File: config.mk
export PLATFORM = sky130hd
export DESIGN_NAME = rggen_bus_initiator_flat
export DESIGN_NICKNAME = d
export VERILOG_FILES = /design/src/rtl/rggen_bus_initiator_if.sv /design/src/rtl/rggen_bus_initiator.sv /design/src/flat_wrapper.sv
export SDC_FILE = /design/constraint.sdc
export NUM_CORES = 1
export LEC_CHECK = 0
export BUFFER_PORTS_ARGS = -buffer_cell sky130_fd_sc_hd__buf_2
export CAP_MARGIN = 20
export CORE_ASPECT_RATIO = 0.7
export CORE_MARGIN = 10
export CORE_UTILIZATION = 42
export CTS_CLUSTER_DIAMETER = 30
export CTS_CLUSTER_SIZE = 14
export DETAILED_ROUTE_END_ITERATION = 8
export PLACE_DENSITY = 0.74
export SLEW_MARGIN = 20
export SYNTH_ARGS = -nofsm -noshare
export SYNTH_HDL_FRONTEND = slang
export SYNTH_SLANG_ARGS = --single-unit
File: constraint.sdc
create_clock -name i_clk -period 4.29 [get_ports i_clk]
set_input_delay 0.858 -clock i_clk [delete_from_list [all_inputs] [get_ports i_clk]]
set_output_delay 0.858 -clock i_clk [all_outputs]
set_load 0.01 [all_outputs]
File: src/rtl/rggen_bus_initiator_if.sv
// Signal bundle for rggen_bus_initiator: command port, rggen bus request and
// completion, and response port.
//   master : view of the initiator engine (drives o_* signals)
//   slave  : view of the host agent plus bus adapter (drives i_* signals)
interface rggen_bus_initiator_if #(
    parameter int ADDRESS_WIDTH = 8,
    parameter int BUS_WIDTH     = 32,
    parameter int STROBE_WIDTH  = BUS_WIDTH / 8
);
    logic                     i_cmd_valid;
    logic                     o_cmd_ready;
    logic [1:0]               i_cmd_access;
    logic [ADDRESS_WIDTH-1:0] i_cmd_address;
    logic [BUS_WIDTH-1:0]     i_cmd_write_data;
    logic [STROBE_WIDTH-1:0]  i_cmd_strobe;

    logic                     o_bus_valid;
    logic [1:0]               o_bus_access;
    logic [ADDRESS_WIDTH-1:0] o_bus_address;
    logic [BUS_WIDTH-1:0]     o_bus_write_data;
    logic [STROBE_WIDTH-1:0]  o_bus_strobe;
    logic                     i_bus_ready;
    logic [1:0]               i_bus_status;
    logic [BUS_WIDTH-1:0]     i_bus_read_data;

    logic                     o_rsp_valid;
    logic                     i_rsp_ready;
    logic [1:0]               o_rsp_status;
    logic [BUS_WIDTH-1:0]     o_rsp_read_data;
    logic                     o_rsp_timeout;
    logic                     o_busy;

    modport master (
        input  i_cmd_valid, i_cmd_access, i_cmd_address, i_cmd_write_data, i_cmd_strobe,
        output o_cmd_ready,
        output o_bus_valid, o_bus_access, o_bus_address, o_bus_write_data, o_bus_strobe,
        input  i_bus_ready, i_bus_status, i_bus_read_data,
        output o_rsp_valid, o_rsp_status, o_rsp_read_data, o_rsp_timeout,
        input  i_rsp_ready,
        output o_busy
    );

    modport slave (
        output i_cmd_valid, i_cmd_access, i_cmd_address, i_cmd_write_data, i_cmd_strobe,
        input  o_cmd_ready,
        input  o_bus_valid, o_bus_access, o_bus_address, o_bus_write_data, o_bus_strobe,
        output i_bus_ready, i_bus_status, i_bus_read_data,
        input  o_rsp_valid, o_rsp_status, o_rsp_read_data, o_rsp_timeout,
        output i_rsp_ready,
        input  o_busy
    );
endinterface

File: src/rtl/rggen_bus_initiator.sv
// Initiator engine for the rggen common register bus. Takes one command from
// the command port, issues it as exactly one bus transaction, and returns the
// completion (or a timeout abort) on the response port.
// Ports:
//   i_clk   : clock
//   i_rst_n : asynchronous active-low reset
//   bus_if  : rggen_bus_initiator_if.master (command, bus and response signals)
//
// state   | meaning
// --------+-------------------------------------------------------------
// IDLE    | ready for a command; payload registers load on accept
// BUS     | o_bus_valid high, waiting for adapter ready or timeout
// RESP    | o_rsp_valid high, holding the response until consumed
module rggen_bus_initiator #(
    parameter int ADDRESS_WIDTH  = 8,
    parameter int BUS_WIDTH      = 32,
    parameter int STROBE_WIDTH   = BUS_WIDTH / 8,
    parameter int TIMEOUT_CYCLES = 0
) (
    input logic                   i_clk,
    input logic                   i_rst_n,
    rggen_bus_initiator_if.master bus_if
);
    localparam logic [1:0] RGGEN_READ     = 2'b00;
    localparam logic [1:0] STATUS_TIMEOUT = 2'b10;

    localparam logic [1:0] ST_IDLE = 2'd0;
    localparam logic [1:0] ST_BUS  = 2'd1;
    localparam logic [1:0] ST_RESP = 2'd2;

    localparam bit              TIMEOUT_EN = (TIMEOUT_CYCLES > 0);
    localparam int              CNT_W      = TIMEOUT_EN ? $clog2(TIMEOUT_CYCLES + 1) : 1;
    localparam logic [CNT_W-1:0] CNT_LAST  = CNT_W'(TIMEOUT_EN ? TIMEOUT_CYCLES - 1 : 0);

    logic [1:0]               state;
    logic [1:0]               state_next;

    logic [1:0]               pay_access;
    logic [ADDRESS_WIDTH-1:0] pay_address;
    logic [BUS_WIDTH-1:0]     pay_write_data;
    logic [STROBE_WIDTH-1:0]  pay_strobe;

    logic [1:0]               rsp_status;
    logic [BUS_WIDTH-1:0]     rsp_read_data;
    logic                     rsp_timeout;

    // Counts waiting cycles in BUS; index k means this is valid cycle k+1.
    logic [CNT_W-1:0]         timeout_cnt;
    logic                     timeout_hit;

    assign timeout_hit = TIMEOUT_EN && (timeout_cnt == CNT_LAST);

    always_comb begin
        state_next = state;
        case (state)
            ST_IDLE: if (bus_if.i_cmd_valid) state_next = ST_BUS;
            // Ready in the threshold cycle still counts as a normal completion.
            ST_BUS:  if (bus_if.i_bus_ready || timeout_hit) state_next = ST_RESP;
            ST_RESP: if (bus_if.i_rsp_ready) state_next = ST_IDLE;
            default: state_next = ST_IDLE;
        endcase
    end

    always_ff @(posedge i_clk or negedge i_rst_n) begin
        if (!i_rst_n) begin
            state          <= ST_IDLE;
            pay_access     <= '0;
            pay_address    <= '0;
            pay_write_data <= '0;
            pay_strobe     <= '0;
            rsp_status     <= '0;
            rsp_read_data  <= '0;
            rsp_timeout    <= 1'b0;
            timeout_cnt    <= '0;
        end else begin
            state <= state_next;
            case (state)
                ST_IDLE: begin
                    if (bus_if.i_cmd_valid) begin
                        pay_access     <= bus_if.i_cmd_access;
                        pay_address    <= bus_if.i_cmd_address;
                        pay_write_data <= bus_if.i_cmd_write_data;
                        pay_strobe     <= bus_if.i_cmd_strobe;
                        timeout_cnt    <= '0;
                    end
                end
                ST_BUS: begin
                    if (bus_if.i_bus_ready) begin
                        rsp_status    <= bus_if.i_bus_status;
                        rsp_read_data <= (pay_access == RGGEN_READ) ? bus_if.i_bus_read_data : '0;
                        rsp_timeout   <= 1'b0;
                    end else if (timeout_hit) begin
                        rsp_status    <= STATUS_TIMEOUT;
                        rsp_read_data <= '0;
                        rsp_timeout   <= 1'b1;
                    end else if (TIMEOUT_EN) begin
                        timeout_cnt <= timeout_cnt + CNT_W'(1);
                    end
                end
                default: ;
            endcase
        end
    end

    assign bus_if.o_cmd_ready      = (state == ST_IDLE);
    assign bus_if.o_bus_valid      = (state == ST_BUS);
    assign bus_if.o_bus_access     = pay_access;
    assign bus_if.o_bus_address    = pay_address;
    assign bus_if.o_bus_write_data = pay_write_data;
    assign bus_if.o_bus_strobe     = pay_strobe;
    assign bus_if.o_rsp_valid      = (state == ST_RESP);
    assign bus_if.o_rsp_status     = rsp_status;
    assign bus_if.o_rsp_read_data  = rsp_read_data;
    assign bus_if.o_rsp_timeout    = rsp_timeout;
    assign bus_if.o_busy           = (state != ST_IDLE);
endmodule

File: src/flat_wrapper.sv
// flat-port wrapper written by rule: the top's interface ports become plain ports
module rggen_bus_initiator_flat 
#(
    parameter int ADDRESS_WIDTH  = 8,
    parameter int BUS_WIDTH      = 32,
    parameter int STROBE_WIDTH   = BUS_WIDTH / 8,
    parameter int TIMEOUT_CYCLES = 0
)
  (i_clk, i_rst_n, bus_if_i_cmd_valid, bus_if_i_cmd_access, bus_if_i_cmd_address, bus_if_i_cmd_write_data, bus_if_i_cmd_strobe, bus_if_o_cmd_ready, bus_if_o_bus_valid, bus_if_o_bus_access, bus_if_o_bus_address, bus_if_o_bus_write_data, bus_if_o_bus_strobe, bus_if_i_bus_ready, bus_if_i_bus_status, bus_if_i_bus_read_data, bus_if_o_rsp_valid, bus_if_o_rsp_status, bus_if_o_rsp_read_data, bus_if_o_rsp_timeout, bus_if_i_rsp_ready, bus_if_o_busy);
  rggen_bus_initiator_if #(.ADDRESS_WIDTH(ADDRESS_WIDTH), .BUS_WIDTH(BUS_WIDTH), .STROBE_WIDTH(STROBE_WIDTH)) bus_if_i ();
  input logic i_clk;
  input logic i_rst_n;
  input wire logic [$bits(bus_if_i.i_cmd_valid)-1:0] bus_if_i_cmd_valid;
  input wire logic [$bits(bus_if_i.i_cmd_access)-1:0] bus_if_i_cmd_access;
  input wire logic [$bits(bus_if_i.i_cmd_address)-1:0] bus_if_i_cmd_address;
  input wire logic [$bits(bus_if_i.i_cmd_write_data)-1:0] bus_if_i_cmd_write_data;
  input wire logic [$bits(bus_if_i.i_cmd_strobe)-1:0] bus_if_i_cmd_strobe;
  output wire logic [$bits(bus_if_i.o_cmd_ready)-1:0] bus_if_o_cmd_ready;
  output wire logic [$bits(bus_if_i.o_bus_valid)-1:0] bus_if_o_bus_valid;
  output wire logic [$bits(bus_if_i.o_bus_access)-1:0] bus_if_o_bus_access;
  output wire logic [$bits(bus_if_i.o_bus_address)-1:0] bus_if_o_bus_address;
  output wire logic [$bits(bus_if_i.o_bus_write_data)-1:0] bus_if_o_bus_write_data;
  output wire logic [$bits(bus_if_i.o_bus_strobe)-1:0] bus_if_o_bus_strobe;
  input wire logic [$bits(bus_if_i.i_bus_ready)-1:0] bus_if_i_bus_ready;
  input wire logic [$bits(bus_if_i.i_bus_status)-1:0] bus_if_i_bus_status;
  input wire logic [$bits(bus_if_i.i_bus_read_data)-1:0] bus_if_i_bus_read_data;
  output wire logic [$bits(bus_if_i.o_rsp_valid)-1:0] bus_if_o_rsp_valid;
  output wire logic [$bits(bus_if_i.o_rsp_status)-1:0] bus_if_o_rsp_status;
  output wire logic [$bits(bus_if_i.o_rsp_read_data)-1:0] bus_if_o_rsp_read_data;
  output wire logic [$bits(bus_if_i.o_rsp_timeout)-1:0] bus_if_o_rsp_timeout;
  input wire logic [$bits(bus_if_i.i_rsp_ready)-1:0] bus_if_i_rsp_ready;
  output wire logic [$bits(bus_if_i.o_busy)-1:0] bus_if_o_busy;
  assign bus_if_i.i_cmd_valid = bus_if_i_cmd_valid;
  assign bus_if_i.i_cmd_access = bus_if_i_cmd_access;
  assign bus_if_i.i_cmd_address = bus_if_i_cmd_address;
  assign bus_if_i.i_cmd_write_data = bus_if_i_cmd_write_data;
  assign bus_if_i.i_cmd_strobe = bus_if_i_cmd_strobe;
  assign bus_if_o_cmd_ready = bus_if_i.o_cmd_ready;
  assign bus_if_o_bus_valid = bus_if_i.o_bus_valid;
  assign bus_if_o_bus_access = bus_if_i.o_bus_access;
  assign bus_if_o_bus_address = bus_if_i.o_bus_address;
  assign bus_if_o_bus_write_data = bus_if_i.o_bus_write_data;
  assign bus_if_o_bus_strobe = bus_if_i.o_bus_strobe;
  assign bus_if_i.i_bus_ready = bus_if_i_bus_ready;
  assign bus_if_i.i_bus_status = bus_if_i_bus_status;
  assign bus_if_i.i_bus_read_data = bus_if_i_bus_read_data;
  assign bus_if_o_rsp_valid = bus_if_i.o_rsp_valid;
  assign bus_if_o_rsp_status = bus_if_i.o_rsp_status;
  assign bus_if_o_rsp_read_data = bus_if_i.o_rsp_read_data;
  assign bus_if_o_rsp_timeout = bus_if_i.o_rsp_timeout;
  assign bus_if_i.i_rsp_ready = bus_if_i_rsp_ready;
  assign bus_if_o_busy = bus_if_i.o_busy;
  rggen_bus_initiator #(.ADDRESS_WIDTH(ADDRESS_WIDTH), .BUS_WIDTH(BUS_WIDTH), .STROBE_WIDTH(STROBE_WIDTH), .TIMEOUT_CYCLES(TIMEOUT_CYCLES)) u_core (.i_clk(i_clk), .i_rst_n(i_rst_n), .bus_if(bus_if_i));
endmodule
==> flow_summary.json <==
{
  "grt_pass1_vias": 2702,
  "cts.sinks": 82,
  "drt_iter0_markers": 75,
  "cts_root_buf": "clkbuf_16",
  "fin_crit_sh": 0.518,
  "path_cells": "buf_2 > nor3b_2 > buf_12 > mux2_2",
  "endpoint_kind": "flip-flop",
  "grt_use_met3": 0.0914,
  "fin_nets": 471,
  "yosys_warnings": 0,
  "place_congestion": 0.730,
  "grt_use_total": 0.144,
  "worstMarginPinSlew_ns": 1.10,
  "combPwrFrac": 0.408,
  "r2r_slack_ns": 2.17,
  "ctsResizeCount": 0,
  "fin_skew_ns": 0.00568,
  "grt.met1_usage": 0.167,
  "layout.cells.non_filler": 492,
  "pin_count": 170,
  "power.density_nw_per_um2": 807,
  "grt_use_met2": 0.214,
  "drt_wl_total_microns": 9040,
  "placed_cell_area_sq_um": 4370,
  "rr_startpoint": "u_core.state[0]",
  "yosysSeqAreaShare": 0.586,
  "worst_hold_path_type": "flip-flop to flip-flop",
  "rows": 27,
  "final_cell_mix": "buf_2, dfrtp_1, mux2_2",
  "cts_inserted_buffers": 9,
  "fmax_ghz": 0.450,
  "clock_latency_ns": 0.33,
  "leakagePower_nw": 2.37,
  "clk_pin_slew_ns": 0.05,
  "drive_gt1_frac": 0.678,
  "maxCapViolCount": 0,
  "peakVddDrop_mv": 0.444,
  "cts_tree": "yes",
  "hold_start": "u_core.bus_if.o_bus_address[5]",
  "dpl.cell_count": 476,
  "drc": 0,
  "p_int_mw": 2.53,
  "syn_nets": 308,
  "design_area_sq_um": 4690,
  "hold_path_end": "u_core.bus_if.o_bus_address[5]",
  "initial_core_util": 0.439,
  "wl_per_cell_microns": 18.4,
  "htreeDepth": 3,
  "synth_cell_type_count": 15,
  "cp-start-kind": "primary input",
  "drt_first_pass_iters": 4,
  "swShare": 0.332,
  "drv_slew": 0,
  "clockBufferDepth": 2,
  "chipHeight_microns": 96.4,
  "avgSynthCellArea_sq_um": 15.7,
  "reg2regPathDepth": 3,
  "hold_viol": 0,
  "ys_ff_latch": 82,
  "required_ns": 4.50,
  "ctsHoldBuffers": 0,
  "dr_total_vias": 2395,
  "tns_ns": 0,
  "post_cts_buffers": 0,
  "outcome": "finished clean",
  "overflow": 0,
  "grt_busiest_layer": "met2",
  "relSlewSlack": 0.265,
  "via_per_inst": 4.87,
  "die_w_microns": 129,
  "synthCells": 223,
  "setup_viol": 0,
  "dpl.hpwl_microns": 6720,
  "design.core.area_sq_um": 7970,
  "n_fill_cell": 675,
  "slowest_delay_ns": 0.80,
  "fin_crit_ns": 2.22,
  "grt_max_degree": 83,
  "ant_nets": 0,
  "final_common_cell": "buf_2",
  "hold_path_depth": 1,
  "n_antenna_cell": 0,
  "antenna_found_initial": 0,
  "worstSetupPathType": "primary input to flip-flop",
  "switching_power_mw": 1.26,
  "power_frac_clock": 0.213,
  "cp_data_arrival_time_ns": 2.43,
  "port_buffers": 168,
  "seq_power_share": 0.379,
  "synth_area_sq_um": 3500,
  "grt_pass1_wl_microns": 14200,
  "critical_path_peak_fanout": 35,
  "die_area_sq_um": 12400,
  "r2r-end": "u_core.bus_if.o_bus_write_data[1]",
  "grt_setup_unrepaired": "false",
  "syn_to_final_growth_pct": 33.9,
  "critPathSlowestCell": "nor3b_2"
}
## routing by layer
metal,share of wire,up-vias
met4,0.012,0
met3,0.13,11
met1,0.42,1165
li1,-,1105
met5,0,-
met2,0.44,114
## through the flow
stage / utilization / total power [mW] / setup slack [ns] / hold slack, ns
after floorplan: - / 2.39 / 2.48 / 0.467
after detailed placement: 0.548 / 3.02 / 1.69 / 0.487
after global placement: 0.548 / 2.96 / 1.78 / 0.485
after CTS: 0.587 / 3.85 / 1.72 / 0.502
after global routing: 0.588 / 4.03 / 2.01 / 0.516
final: 0.588 / 3.78 / 2.07 / 0.499
## final cells by class
type | count | area, sq um | share of cell area
sequential | 82 | 2050 | 0.438
multi-input combinational | 121 | 1310 | 0.280
timing repair buffer | 170 | 875 | 0.187
clock buffer | 14 | 254 | 0.0542
tap | 101 | 126 | 0.0270
clock inverter | 2 | 60.1 | 0.0128
inverter | 2 | 7.51 | 0.00160
## sequential cells by signal (all words and copies together), names as in the netlist
name	flops
u_core.bus_if.o_bus_address	8
u_core.bus_if.o_rsp_status	2
u_core.state	2
u_core.bus_if.o_rsp_read_data	32
u_core.bus_if.o_bus_write_data	32
u_core.bus_if.o_bus_access	2
u_core.bus_if.o_bus_strobe	4
## cell usage after synthesis, drive strengths merged
master	number	area (sq um)
nor2b	1	6.26
nor3b	33	248
dfrtp	82	2050
and3b	1	8.76
conb	1	3.75
inv	2	7.51
buf	10	105
clkbuf	8	30.0
a21o	1	7.51
nor2	2	7.51
and2b	1	7.51
a211oi	1	7.51
mux2	80	1010
## logic make-up after synthesis
logic type | after synthesis | share of synthesized area
flip-flops | 82 | 0.586
multiplexers | 80 | 0.288
AND/OR/NAND/NOR | 38 | 0.0793
buffers and inverters | 20 | 0.0407
AO/OA/AOI/OAI | 2 | 0.00429
other | 1 | 0.00107
## worst max-delay path by stage
stage / start / end / slack (ns) / cells past startpoint
2_1_floorplan: bus_if_i_cmd_valid / u_core.bus_if.o_bus_access[0] / 2.48 / 4
3_3_place_gp: bus_if_i_cmd_valid / u_core.bus_if.o_bus_write_data[0] / 1.78 / 4
3_5_place_dp: bus_if_i_cmd_valid / u_core.bus_if.o_bus_write_data[12] / 1.69 / 4
4_1_cts: u_core.bus_if.o_bus_access[1] / bus_if_o_bus_access[1] / 1.72 / 1
5_1_grt: u_core.bus_if.o_bus_access[1] / bus_if_o_bus_access[1] / 2.01 / 1
6_report: bus_if_i_cmd_valid / u_core.bus_if.o_bus_write_data[1] / 2.07 / 4
## critical path: cells and delay by family
| family | cells | cell delay [ns] |
|---|---|---|
| muxes | 1 | 0.36 |
| and+or+nand+nor | 1 | 0.80 |
| buffers and inverters | 2 | 0.38 |
## power groups by stage
stage | Clock (mW) | Sequential [mW] | Combinational [mW]
floorplan | 0 | 1.57 | 0.826
global placement | 0 | 1.41 | 1.55
detailed placement | 0 | 1.43 | 1.58
CTS | 0.830 | 1.44 | 1.58
global route | 0.861 | 1.49 | 1.67
finish | 0.806 | 1.43 | 1.54
(Power assumes the default switching activity.)
